--- src/rtl/uart_aes_block_loader_pkg.sv ---
// uart_aes_block_loader_pkg: RX state encodings, AES block width and a clog2 helper.
package uart_aes_block_loader_pkg;
  typedef enum logic [2:0] {ST_Idle, ST_Start, ST_Data, ST_Parity, ST_Stop} rx_state_t;
  localparam int AESBlockWidth = 128;
  function automatic int clog2(input int v);
    int r;
    r = 0;
    for (int i = 0; i < 31; i++) if ((1 << i) < v) r = i + 1;
    return r;
  endfunction
endpackage

--- src/rtl/uart_aes_block_loader_rx.sv ---
// uart_rx_byte: synchronized UART receiver, 8N1 or 8E1 when UART_RX_PARITY_EN is defined.
module uart_rx_byte
  import uart_aes_block_loader_pkg::*;
#(
  parameter int ClocksPerBit = 1736
) (
  input  logic       Clock,
  input  logic       Reset_n,
  input  logic       RX,
  output logic [7:0] Byte,
  output logic       ByteValid,
  output logic       FramingError,
  output logic       ParityError
);
  localparam int TW = clog2(ClocksPerBit);
  localparam logic [TW-1:0] L_FULL = TW'(ClocksPerBit - 1);
  localparam logic [TW-1:0] L_HALF = TW'(ClocksPerBit / 2 - 1);
`ifdef UART_RX_PARITY_EN
  localparam rx_state_t ST_AfterData = ST_Parity;
`else
  localparam rx_state_t ST_AfterData = ST_Stop;
`endif
  logic [1:0]    r_sync;
  rx_state_t     r_state;
  logic [TW-1:0] r_timer;
  logic [2:0]    r_idx;
  logic [7:0]    r_data;
  logic          w_rx_s;
  logic          w_tick;
  logic          w_par_ok;
  assign w_rx_s = r_sync[1];
  assign w_tick = r_timer == '0;
`ifdef UART_RX_PARITY_EN
  logic r_par_bad;
  logic r_parity_error;
  assign w_par_ok    = !r_par_bad;
  assign ParityError = r_parity_error;
`else
  assign w_par_ok    = 1'b1;
  assign ParityError = 1'b0;
`endif
  always_ff @(posedge Clock or negedge Reset_n)
    if (!Reset_n) r_sync <= 2'b11;
    else r_sync <= {r_sync[0], RX};
  always_ff @(posedge Clock or negedge Reset_n)
    if (!Reset_n) begin
      r_state      <= ST_Idle;
      r_timer      <= L_HALF;
      r_idx        <= '0;
      r_data       <= '0;
      Byte         <= '0;
      ByteValid    <= 1'b0;
      FramingError <= 1'b0;
`ifdef UART_RX_PARITY_EN
      r_par_bad      <= 1'b0;
      r_parity_error <= 1'b0;
`endif
    end else begin
      ByteValid    <= 1'b0;
      FramingError <= 1'b0;
      r_timer      <= w_tick ? L_FULL : r_timer - 1'b1;
`ifdef UART_RX_PARITY_EN
      r_parity_error <= 1'b0;
`endif
      case (r_state)
        ST_Idle: begin
          r_timer <= L_HALF;
`ifdef UART_RX_PARITY_EN
          r_par_bad <= 1'b0;
`endif
          if (!w_rx_s) r_state <= ST_Start;
        end
        ST_Start: if (w_tick) r_state <= w_rx_s ? ST_Idle : ST_Data;
        ST_Data: if (w_tick) begin
          r_data <= {w_rx_s, r_data[7:1]};
          r_idx  <= r_idx + 1'b1;
          if (r_idx == 3'd7) r_state <= ST_AfterData;
        end
`ifdef UART_RX_PARITY_EN
        ST_Parity: if (w_tick) begin
          r_par_bad      <= w_rx_s != ^r_data;
          r_parity_error <= w_rx_s != ^r_data;
          r_state        <= ST_Stop;
        end
`endif
        ST_Stop: if (w_tick) begin
          // Back to idle on the sample cycle so a start bit right after is caught.
          r_state      <= ST_Idle;
          ByteValid    <= w_rx_s && w_par_ok;
          FramingError <= !w_rx_s;
          if (w_rx_s && w_par_ok) Byte <= r_data;
        end
        default: r_state <= ST_Idle;
      endcase
    end
endmodule

--- src/rtl/uart_aes_block_loader.sv ---
// uart_aes_block_loader: packs UART bytes into 128-bit AES blocks behind a valid/ready holding register.
// Optional even parity via UART_RX_PARITY_EN.
module uart_aes_block_loader
  import uart_aes_block_loader_pkg::*;
#(
  parameter int ClocksPerBit = 1736,
  parameter int BlockBytes   = 16
) (
  input  logic                     Clock,
  input  logic                     Reset_n,
  input  logic                     UARTRX,
  output logic [AESBlockWidth-1:0] DataOut,
  output logic                     DataOutValid,
  input  logic                     DataOutReady,
  output logic                     FramingError,
  output logic                     ParityError,
  output logic                     Overflow
);
  localparam int CW = clog2(BlockBytes);
  localparam logic [CW-1:0] L_LAST = CW'(BlockBytes - 1);
  logic [7:0]               w_byte;
  logic                     w_byte_valid;
  logic [AESBlockWidth-1:0] w_block;
  logic [AESBlockWidth-9:0] r_shift;
  logic [CW-1:0]            r_count;
  assign w_block = {r_shift, w_byte};
  uart_rx_byte #(.ClocksPerBit(ClocksPerBit)) u_rx (
    .Clock        (Clock),
    .Reset_n      (Reset_n),
    .RX           (UARTRX),
    .Byte         (w_byte),
    .ByteValid    (w_byte_valid),
    .FramingError (FramingError),
    .ParityError  (ParityError)
  );
  always_ff @(posedge Clock or negedge Reset_n)
    if (!Reset_n) begin
      r_shift      <= '0;
      r_count      <= '0;
      DataOut      <= '0;
      DataOutValid <= 1'b0;
      Overflow     <= 1'b0;
    end else begin
      Overflow <= 1'b0;
      if (DataOutValid && DataOutReady) DataOutValid <= 1'b0;
      if (w_byte_valid) begin
        r_shift <= w_block[AESBlockWidth-9:0];
        r_count <= r_count == L_LAST ? '0 : r_count + 1'b1;
        // A block completing while the held one is unaccepted is dropped.
        if (r_count == L_LAST) begin
          if (!DataOutValid || DataOutReady) begin
            DataOut      <= w_block;
            DataOutValid <= 1'b1;
          end else Overflow <= 1'b1;
        end
      end
    end
endmodule

--- config.mk ---
export PLATFORM = sky130hd
export DESIGN_NAME = uart_aes_block_loader
export DESIGN_NICKNAME = d
export VERILOG_FILES = /design/src/rtl/uart_aes_block_loader_pkg.sv /design/src/rtl/uart_aes_block_loader_rx.sv /design/src/rtl/uart_aes_block_loader.sv
export SDC_FILE = /design/constraint.sdc
export NUM_CORES = 1
export LEC_CHECK = 0
export ABC_AREA = 1
export BUFFER_PORTS_ARGS = -buffer_cell sky130_fd_sc_hd__buf_2
export CAP_MARGIN = 0
export CORE_ASPECT_RATIO = 0.75
export CORE_MARGIN = 2
export CORE_UTILIZATION = 60
export CTS_BUF_LIST = sky130_fd_sc_hd__clkbuf_2 sky130_fd_sc_hd__clkbuf_4 sky130_fd_sc_hd__clkbuf_8
export DETAILED_ROUTE_END_ITERATION = 8
export PLACE_DENSITY = 0.82
export SLEW_MARGIN = 40
export SYNTH_ARGS = -nofsm -noshare
export SYNTH_HDL_FRONTEND = slang
export SYNTH_HIERARCHICAL = 1
export SYNTH_SLANG_ARGS = --single-unit
--- constraint.sdc ---
create_clock -name Clock -period 2.4 [get_ports Clock]
set_input_delay 0.24 -clock Clock [delete_from_list [all_inputs] [get_ports Clock]]
set_output_delay 0.24 -clock Clock [all_outputs]
set_load 0.005 [all_outputs]
; ---- After elaboration in Yosys (flattened, before gate mapping)
; Index checks and enable logic that the tools add are counted.
; W data, S select, Z words.
[word_totals]
ram_bits = 0
reg_bits = 291
memories = 0
in_bits = 4
latchBits = 0
elab_cells = 57
output_inout_bits = 132
romBits = 0
[op_classes]
div = 0
multipliers = 0
n_lt_le_gt_ge = 0
reduce_logical = 10
n_mux = 21
shifts = 0
n_bitwise = 0
n_eq_ne = 10
add_sub_neg = 3
[ops]
columns = cell, count
row1 = $mux W11, 2
row2 = $mux W3, 5
row3 = $pmux W3 S4, 1
row4 = $logic_not A11 Y1, 1
row5 = $mux W1, 11
row6 = $sub A11 B1 Y11 const B, 1
row7 = $ne A2 B1 Y1 const B, 4
row8 = $eq A3 B3 Y1 const B, 2
row9 = $reduce_and A3 Y1, 2
row10 = $reduce_and A5 Y1, 1
row11 = $add A4 B1 Y4 const B, 1
row12 = $eq A4 B4 Y1 const B, 1
row13 = $mux W4, 1
row14 = $add A3 B1 Y3 const B, 1
row15 = $eq A3 B1 Y1 const B, 1
row16 = $eq A3 B2 Y1 const B, 1
row17 = $logic_not A3 Y1, 1
row18 = $logic_not A1 Y1, 2
row19 = $mux W2, 1
row20 = $ne A2 B2 Y1 const B, 1
row21 = $reduce_and A2 Y1, 1
row22 = $logic_and A1 B1 Y1, 1
row23 = $logic_or A1 B1 Y1, 1

; ---- Depth between registers and ports, before layout
; Gate-level depths: netlist of run 1.
[logic_depth]
word_depth = 5
depth_mapped = 10
depth_no_buf = 9

; ---- Cells and area by module
; The synthesis of run 1 kept the hierarchy.
[modules_own_cells]
columns = mod, area_each_um2, seq_area_each_um2, instances, cells_per_inst
row1 = uart_aes_block_loader, 9845.7, 6356.1, 1, 1018
row2 = uart_rx_byte, 1773.0, 935.9, 1, 201

; ---- Least setup slack after synthesis of run 1
; No wires, ideal clock.
[synth_path]
path_type = register to register
startpoint = register u_rx.r_timer[0]
endpoint = register u_rx.r_timer[3]
synth_period_minus_slack_ns = 1.449
setup_ns = 0.071
t_required_ns = 2.329
path_buffers = 0
setup_slack_ns = 0.951
t_arrival_ns = 1.377
path_stages_with_launch = 10
path_cell_list = dfstp_2 > inv_1 > ha_1 > nand2_1 > nor2_2 > nand2_2 > nor2_4 > nor2_1 > inv_1 > nor2_1
[synth_between]
elab_chain_cells = 3
word_cells_on_any_way = 4
classes_between = 1 x add/sub / 2 x mux / 1 x reduce/logical
[synth_rtl]
columns = element, line_no
row1 = from (decl), uart_aes_block_loader_rx.sv:25  ; logic [TW-1:0] r_timer;
row2 = from (signal assigned), uart_aes_block_loader_rx.sv:61  ; r_timer <= w_tick ? L_FULL : r_timer - 1'b1;
row3 = $sub A11 B1 Y11 / $logic_not A11 Y1 (equally long branches), "uart_aes_block_loader_rx.sv:61, uart_aes_block_loader_rx.sv:32"
row4 = $mux W11 *, uart_aes_block_loader_rx.sv:61
row5 = $mux W11 *, uart_aes_block_loader_rx.sv:65  ; case (r_state)
; Every way passes the cells marked *; elsewhere a longest branch is shown, timed or not.
; A chain may end at the register's enable or synchronous reset.

; ---- Final worst setup path of run 1
[layout_path]
startpoint = register r_count[0]
endpoint = register DataOut[13]
[layout_between]
elab_chain_cells = 2
[layout_rtl]
columns = element, line_no
row1 = from (decl), uart_aes_block_loader.sv:25  ; logic [CW-1:0] r_count;
row2 = from (signal assigned), uart_aes_block_loader.sv:48  ; r_count <= r_count == L_LAST ? '0 : r_count + 1'b1;
row3 = $eq A4 B4 Y1, uart_aes_block_loader.sv:50  ; if (r_count == L_LAST) begin
row4 = $reduce_and A3 Y1 (no line), n/a
row5 = to (signal assigned), uart_aes_block_loader.sv:52  ; DataOut <= w_block;
row6 = to (decl), uart_aes_block_loader.sv:12  ; output logic [AESBlockWidth-1:0] DataOut,
; Every way passes these cells.

==> flow_metrics.tcl, run 1 <==
set metrics [dict create \
    nets 1350 \
    total_leakage_power_nw 7.30 \
    power.switching_mw 1.94 \
    final-setup-viol-count 0 \
    synth_edf_count 0 \
    drv_slew 0 \
    postSynth.asyncResetShare_pct 100 \
    switching_share_pct 21.3 \
    period_needed_ns 1.89 \
    fin_crit_sh_pct 78.6 \
    p_clk_share_pct 44.7 \
    place_ws_ns 0.525 \
    r2r_setup_slack_ns 0.51 \
    comb_power_share_pct 1.3 \
    synthMuxAreaShare_pct 0.872 \
    synth-main-ff-cell "dfrtp_1" \
    yosys.area_share.xor_xnor_pct 0.452 \
    wl_per_cell_um 14.9 \
    place_inst 1546 \
    grt_pass1_vias 8283 \
    path_clk_slew_ns 0.06 \
    layout_commonest_cell "nand2_1" \
    avgViaCountPerCell 5.26 \
    synth_cell_type_count 30 \
    synth_compound_area_share_pct 5.72 \
    root_buffer "clkbuf_8" \
    grt_max_degree 238 \
    syn_to_final_growth_pct 14.1 \
    synth_top_area_share_pct 61.0 \
    drt-total-wl_um 24200 \
    die_w_um 165 \
    worst-slew-pin-transition_ns 0.628 \
    p_int_mw 7.16 \
    timing.fmax_mhz 530 \
    grt.overflow.total 0 \
    synth_top_area_cell "dfrtp_1" \
    drc 0 \
    layout.cells.non_filler 1627 \
    antenna_found_initial 0 \
    ant_nets 0 \
    start_kind "flop" \
    drt_iter0_drc 729 \
    cpMostUsedCell "nand2_1" \
    synthSimpleGateAreaFrac_pct 22.5 \
    rsz0062_at_grt "no" \
    yosysSeqAreaShare_pct 62.8 \
    cpPeakStageDelay_ns 0.45 \
    fin_tns_setup_ns 0 \
    drive_gt1_share_pct 19.6 \
    synthTopCellsByArea "dfrtp_1 61%, nand2_1 12%, nand3_1 6.4%" \
    io_buffers 134 \
    fp-row-count 44 \
    r2r_start "r_count[0]" \
    powerDensity_nw_per_um2 687 \
    timing.final.ws_setup_ns 0.514 \
    ys_warn_count 6 \
    status "finished, final reports clean" \
    clock_path_buffers 3 \
    avgSynthCellArea_um2 9.53 \
    hold_violations 0 \
    p_seq_share_pct 54.0 \
    ios 136 \
    syn-num-nets 1228 \
    chipHeight_um 125 \
    cp_data_required_time_ns 2.88 \
    final_cell_mix "379 x nand2_1, 282 x dfrtp_1, 148 x nand3_1" \
    track_usage_pct 24.6 \
    slew_headroom_pct 57.8 \
    crit_path_cell_trace "ha_1, nand2_1, nor2_4, nand2_4, buf_4, nand2_1, nand2_1" \
    cts.sinks 291 \
    clkLatencyLatePin_ns 0.55 \
    worstSetupEndpoint "DataOut[13]" \
    reg2regPathDepth 7 \
    syn_inst 1219 \
    cts_buffers 43 \
    crit_path_start "r_count[0]" \
    dp_hpwl_um 14900 \
    min_path_type "in2async" \
    coreArea_um2 19200 \
    yosys_register_bits 291 \
    grt_pass1_wl_um 40900 \
    crit_path_end_kind "flop" \
    cp_max_fo 40 \
    gp_congestion 0.807 \
    criticalPathCategory "reg2reg" \
    total_power_mw 9.10 \
    skew_ns 0.0173 \
    synth_top_family_by_area "simple AND/OR/NAND/NOR gates" \
    maxCapViolations 0 \
    cts_tree "done" \
    num_vias 8560 \
    critPathSlowestCell "buf_4" \
    die_area_um2 20500 \
    utilization_pct 69.2 \
    peakVddDrop_mv 0.444 \
    firstDrtPassIters 7 \
    netlist_area_um2 11600 \
    synthAdderAreaFrac_pct 0.538 \
    diodes 0 \
    htreeDepth 2 \
    crit_arrival_ns 2.36 \
    initial_core_util_pct 60.6 \
    timing.rr.end "DataOut[13]" \
]
layer usage:
layer | global-route usage [%] | up-vias | wire length (µm) | part of all wire, %
li1 | - | 4116 | - | -
met4 | 6.14 | 0 | 371 | 1.5
met5 | 0 | - | 0 | 0
met2 | 37.4 | 260 | 11300 | 47
met3 | 4.26 | 33 | 1410 | 5.8
met1 | 37.5 | 4151 | 11100 | 46
critical path, delay by kind of cell (launching register included):
kind | cells | cell delay, ns
buffers and inverters | 1 | 0.45
adder cells (fa/ha/maj) | 1 | 0.23
flip-flops | 1 | 0.39
AND/OR/NAND/NOR | 5 | 0.73
worst min-delay path by stage:
stage,slack [ns],end,cells past startpoint,startpoint
after floorplan,-0.06,DataOutValid,0,Reset_n
after global placement,0.22,DataOut[112],1,Reset_n
after detailed placement,0.22,DataOut[104],1,Reset_n
after CTS,0.23,DataOut[112],2,Reset_n
after global routing,0.26,DataOut[112],2,Reset_n
final,0.23,DataOut[112],2,Reset_n
through the flow:
step / hold slack (ns) / cell area, µm²
global route: 0.258 / 13300
detailed placement: 0.219 / 12300
CTS: 0.225 / 13200
global placement: 0.225 / 12300
finish: 0.229 / 13300
floorplan: -0.0556 / 11600
registers in the layout (all words and copies together) (netlist names), 2 cells and up:
register	cells
DataOut	128
r_shift	120
u_rx/r_timer	11
u_rx/Byte	8
u_rx/r_data	8
r_count	4
u_rx/r_idx	3
u_rx/r_state	3
u_rx/r_sync	2
cells in the mapped netlist (3+ instances only):
cell type / instances
o21ai_0: 63
a21oi_1: 57
nor2_4: 4
xnor2_1: 3
inv_1: 84
buf_4: 5
nand2_2: 5
clkbuf_1: 19
nor2_2: 5
inv_2: 3
nand3_1: 148
o21ai_1: 4
xor2_1: 3
mux2_2: 9
dfrtp_1: 283
nand2_1: 380
nor2_1: 68
dfstp_2: 8
o21ai_2: 5
ha_1: 5
nor3_1: 4
buf_2: 19
buf_6: 26
kinds of logic (layout without fill, tap and decap cells):
| logic type | Yosys count | after routing |
|---|---|---|
| simple gates | 620 | 620 |
| buf+inv | 158 | 313 |
| other cells | 1 | 1 |
| xor+xnor | 6 | 6 |
| compound gates | 129 | 129 |
| fa+ha+maj | 5 | 5 |
| flops | 291 | 291 |
| mux | 9 | 9 |
cell type report:
type	count	area, µm²
clock buffer	70	845
clock inverter	8	50.0
fill	1526	5910
inverter	87	327
multi-input combinational	770	3510
sequential	291	7300
tap	253	317
timing repair buffer	148	911
timing repair:
action	CTS	global route
hold endpoints to repair	58	0
setup buffers	0	0
hold buffers	2	0
gates resized for setup	0	0
power groups by stage:
stage / Combinational, mW / Clock [mW] / Sequential [mW]
6_report: 0.118 / 4.07 / 4.91
2_1_floorplan: 0.00303 / 0 / 5.00
3_5_place_dp: 0.123 / 0 / 5.00
3_3_place_gp: 0.122 / 0 / 5.00
5_1_grt: 0.139 / 4.39 / 4.91
4_1_cts: 0.125 / 4.15 / 4.91
Power figures use the tool's default switching activity.
==> run 2: changes to the inputs <==
CORE_UTILIZATION = 54   (was 60)
PLACE_DENSITY = 0.78   (was 0.82)
clock period = 1.65 ns   (was 2.4 ns; I/O delays follow)
==> flow_metrics.tcl, run 2 (synthesized netlist as in run 1, its figures left out) <==
set metrics [dict create \
    gp_congestion 0.811 \
    timing.fmax_mhz 636 \
    maxCapViolations 0 \
    drv_slew 0 \
    cp_top_family "simple AND/OR/NAND/NOR gates" \
    grt_max_degree 88 \
    die_w_um 173 \
    avgViaCountPerCell 5.23 \
    cpPeakStageDelay_ns 0.38 \
    drt_iter0_drc 792 \
    wl_per_cell_um 15.5 \
    final_cell_mix "379 x nand2_1, 282 x dfrtp_1, 148 x nand3_1" \
    peakVddDrop_mv 0.826 \
    num_vias 8780 \
    fin_hold_ws_ns 0.144 \
    period_needed_ns 1.57 \
    p_clk_share_pct 46.4 \
    stdcell_area_um2 13600 \
    power.switching_mw 2.88 \
    root_buffer "clkbuf_8" \
    initial_core_util_pct 55.0 \
    final-setup-viol-count 0 \
    criticalPathCategory "reg2reg" \
    p_seq_share_pct 52.2 \
    switching_share_pct 21.1 \
    syn_to_final_growth_pct 17.4 \
    clkLatencyLatePin_ns 0.55 \
    cts_buffers 43 \
    start_kind "flop" \
    fin_tns_setup_ns 0 \
    htreeDepth 2 \
    crit_path_end_kind "flop" \
    clock_path_buffers 3 \
    dpl_cell_area_um2 12600 \
    chipHeight_um 131 \
    cts.sinks 291 \
    layout_commonest_cell "nand2_1" \
    critPathSlowestCell "dfrtp_1" \
    coreArea_um2 21100 \
    die_area_um2 22700 \
    antenna_found_initial 0 \
    grt_pass1_wl_um 41800 \
    regMostFlops "DataOut" \
    min_path_type "in2async" \
    skew_ns 0.0133 \
    fp-row-count 46 \
    hold_violations 0 \
    status "finished, final reports clean" \
    ios 136 \
    grt_pass1_vias 8382 \
    total_power_mw 13.7 \
    crit_buf_inv 2 \
    fin_crit_sh_pct 95.3 \
    worst-slew-pin-transition_ns 0.541 \
    rsz0062_at_grt "yes" \
    io_buffers 134 \
    utilization_pct 64.6 \
    nets 1368 \
    slew_headroom_pct 63.6 \
    largest_reg_flops 128 \
    crit_arrival_ns 2.01 \
    cp_data_required_time_ns 2.09 \
    dp_hpwl_um 16600 \
    cp_max_fo 38 \
    grt.overflow.total 0 \
    path_clk_slew_ns 0.06 \
    diodes 0 \
    track_usage_pct 22.8 \
    cpMostUsedCell "nand2_1" \
    p_int_mw 10.8 \
    firstDrtPassIters 5 \
    r2r_setup_slack_ns 0.08 \
    reg.largest.list "DataOut: 128 flops, r_shift: 120 flops, u_rx/r_timer: 11 flops" \
    drt-total-wl_um 26000 \
    powerDensity_nw_per_um2 1000 \
    comb_power_share_pct 1.3 \
    crit_path_cell_trace "ha_2, nand2_1, nor2_4, buf_4, nand2_8, buf_12, nand2_1, nand2_1" \
    cts_tree "done" \
    total_leakage_power_nw 7.47 \
    ant_nets 0 \
    drive_gt1_share_pct 20.7 \
    drc 0 \
]
run 2: cell count changes in the layout (fill, tap and decap cells not counted), moves of 2 or more:
cell	before	now
clkinvlp_4	4	2
buf_4	3	12
clkbuf_8	51	59
clkbuf_4	19	12
buf_12	8	16
run 2: path summary, 6_finish.rpt:
| kind | startpoint | endpoint | depth (start not counted) |
|---|---|---|---|
| max | r_count[0] | DataOut[75] | 8 |
| min | Reset_n | u_rx/r_state[0] | 2 |
| max reg2reg | r_count[0] | DataOut[75] | 8 |
| min reg2reg | u_rx/r_sync[0] | u_rx/r_sync[1] | 0 |
| max in group asynchronous | Reset_n | u_rx/r_timer[6] | 3 |
| min in group Clock | DataOutReady | DataOut[106] | 6 |
run 2: layer usage:
layer	track usage [%]	vias to the layer above	wire length (µm)
li1	-	4154	-
met1	33.6	4301	12100
met2	34.8	288	11700
met3	4.25	37	1660
met4	7.33	0	485
met5	0	-	0
run 2: power groups by stage:
stage | Combinational, mW | Sequential, mW | Clock (mW)
6_report | 0.182 | 7.14 | 6.35
5_1_grt | 0.213 | 7.14 | 6.80
4_1_cts | 0.194 | 7.14 | 6.48
3_5_place_dp | 0.189 | 7.27 | 0
3_3_place_gp | 0.187 | 7.27 | 0
2_1_floorplan | 0.00440 | 7.27 | 0
run 2: area by class of cell:
type,instances,area (µm²)
Clock buffer,71,902
Clock inverter,7,68.8
Fill cell,1680,7480
Inverter,87,327
Multi-Input combinational cell,770,3520
Sequential cell,291,7300
Tap cell,288,360
Timing Repair Buffer,166,1160
run 2: worst register-to-register path: cells and delay by family, from the launching register on:
family	cells	cell delay, ns
buffers and inverters	2	0.36
DFF	1	0.38
adders and majority gates	1	0.21
and+or+nand+nor	5	0.53
run 2: what timing repair did:
item | CTS | global route
setup buffers | 0 | 2
endpoints found under the setup margin | 0 | 120
hold buffers | 2 | 0
hold endpoints to repair | 288 | 0
gates resized for setup | 0 | 4
run 2: metrics by stage:
stage          cells  setup slack [ns]
2_1_floorplan   1219             0.201
3_3_place_gp    1597             0.132
3_5_place_dp    1597            0.0795
4_1_cts         1677            0.0478
5_1_grt         1680           -0.0220
6_report        1680            0.0770
==> run 3: changes to the inputs <==
--- a/constraint.sdc
+++ b/constraint.sdc
@@ -3,2 +3,2 @@
 set_output_delay 0.165 -clock Clock [all_outputs]
-set_load 0.005 [all_outputs]
+set_load 0.1 [all_outputs]
==> flow_metrics.tcl, run 3 (synthesized netlist as in run 1, its figures left out) <==
set metrics [dict create \
    status "finished, final reports clean" \
    grt_pass1_vias 8142 \
    comb_power_share_pct 1.4 \
    dpl_cell_area_um2 12400 \
    cts.sinks 291 \
    fin_crit_sh_pct 94.3 \
    antenna_found_initial 0 \
    clock_path_buffers 3 \
    wl_per_cell_um 15.2 \
    start_kind "flop" \
    grt_max_degree 150 \
    io_buffers 134 \
    layout_commonest_cell "nand2_1" \
    place_ws_ns 0.0521 \
    crit_buf_inv 1 \
    gp_congestion 0.821 \
    track_usage_pct 22.0 \
    largest_reg_flops 128 \
    die_w_um 173 \
    total_leakage_power_nw 7.43 \
    ios 136 \
    htreeDepth 2 \
    fin_hold_ws_ns 0.101 \
    grt_pass1_wl_um 40500 \
    cts_tree "done" \
    power.switching_mw 2.84 \
    layout.cells.non_filler 1673 \
    drt_iter0_drc 756 \
    cpPeakStageDelay_ns 0.44 \
    coreArea_um2 21100 \
    regMostFlops "DataOut" \
    die_area_um2 22700 \
    fp-row-count 46 \
    drive_gt1_share_pct 20.5 \
    hold_violations 0 \
    avgViaCountPerCell 5.15 \
    diodes 0 \
    crit_path_start "DataOutValid" \
    place_inst 1587 \
    r2r_start "u_rx/r_timer[0]" \
    path_clk_slew_ns 0.06 \
    ant_nets 0 \
    utilization_pct 64.0 \
    nFillCells 1742 \
    period_needed_ns 1.56 \
    cts_buffers 43 \
    crit_path_cell_trace "buf_2" \
    num_vias 8624 \
    initial_core_util_pct 55.0 \
    chipHeight_um 131 \
    rsz0062_at_grt "no" \
    min_path_type "in2async" \
    worst-slew-pin-transition_ns 0.545 \
    total_power_mw 13.5 \
    timing.final.ws_setup_ns 0.0949 \
    p_seq_share_pct 52.9 \
    skew_ns 0.0217 \
    dp_hpwl_um 15500 \
    criticalPathCategory "reg2out" \
    timing.fmax_mhz 643 \
    final-setup-viol-count 0 \
    powerDensity_nw_per_um2 998 \
    peakVddDrop_mv 0.645 \
    final_cell_mix "378 x nand2_1, 281 x dfrtp_1, 148 x nand3_1" \
    p_clk_share_pct 45.7 \
    firstDrtPassIters 5 \
    drv_slew 0 \
    cp_data_required_time_ns 1.48 \
    syn_to_final_growth_pct 16.4 \
    drc 0 \
    switching_share_pct 21.0 \
    nets 1363 \
    stdcell_area_um2 13500 \
    fin_tns_setup_ns 0 \
    crit_arrival_ns 1.39 \
    maxCapViolations 0 \
    grt.overflow.total 0 \
    drt-total-wl_um 25500 \
    reg.largest.list "DataOut: 128 flops, r_shift: 120 flops, u_rx/r_timer: 11 flops" \
    clkLatencyLatePin_ns 0.54 \
    critPathSlowestCell "buf_2" \
    crit_path_end_kind "output port" \
    slew_headroom_pct 63.6 \
    p_int_mw 10.7 \
    cp_max_fo 2 \
    root_buffer "clkbuf_8" \
    cp_top_family "buffers and inverters" \
]
[run 3: changes by cell type in the layout (fill, tap and decap cells not counted), sizes merged]
cell      change
buf           -8
clkbuf        +4
clkinvlp      -2
bufinv        -1
inv           -1
nand2         +1
[run 3: cell type report]
type / count / area [µm²] / area share, %
flip-flops and latches: 291 / 7300 / 54.0
multi-input cells: 771 / 3530 / 26.1
repair buffers: 160 / 1080 / 7.98
clock buffers: 73 / 917 / 6.78
well taps: 288 / 360 / 2.66
inverters: 87 / 327 / 2.42
clock inverters: 3 / 15.0 / 0.111
[run 3: worst paths after layout]
check / slack (ns) / cells after the start / to
setup / recovery: 0.09 / 1 / DataOutValid
hold / removal: 0.10 / 2 / u_rx/r_idx[2]
setup reg to reg: 0.11 / 9 / u_rx/r_timer[7]
hold reg to reg: 0.36 / 0 / u_rx/r_sync[1]
max in group asynchronous: 0.88 / 3 / r_shift[24]
min in group Clock: 0.27 / 2 / u_rx/r_sync[0]
[run 3: timing repair]
item                       4_1_cts  5_1_grt
hold endpoints to repair       287        0
hold buffers                     2        0
resized for setup                1        4
buffers inserted                 0        4
cloned                           0        4
pin swaps                        0        4
setup endpoints to repair        1      113
[run 3: routing by layer]
layer  global-route usage [%]  vias to the layer above  wire length (µm)
met2                     33.3                      243             11400
met5                        0                        -                 0
met3                     4.25                       36              1510
met1                     32.5                     4200             12200
li1                         -                     4145                 -
met4                     6.73                        0               404
[run 3: power groups by stage]
| stage | sequential, mW | clock [mW] | combinational (mW) |
|---|---|---|---|
| after detailed placement | 7.27 | 0 | 0.192 |
| after global placement | 7.27 | 0 | 0.189 |
| after floorplan | 7.27 | 0 | 0.0139 |
| after global routing | 7.14 | 6.63 | 0.219 |
| after CTS | 7.14 | 6.30 | 0.196 |
| final | 7.14 | 6.16 | 0.187 |
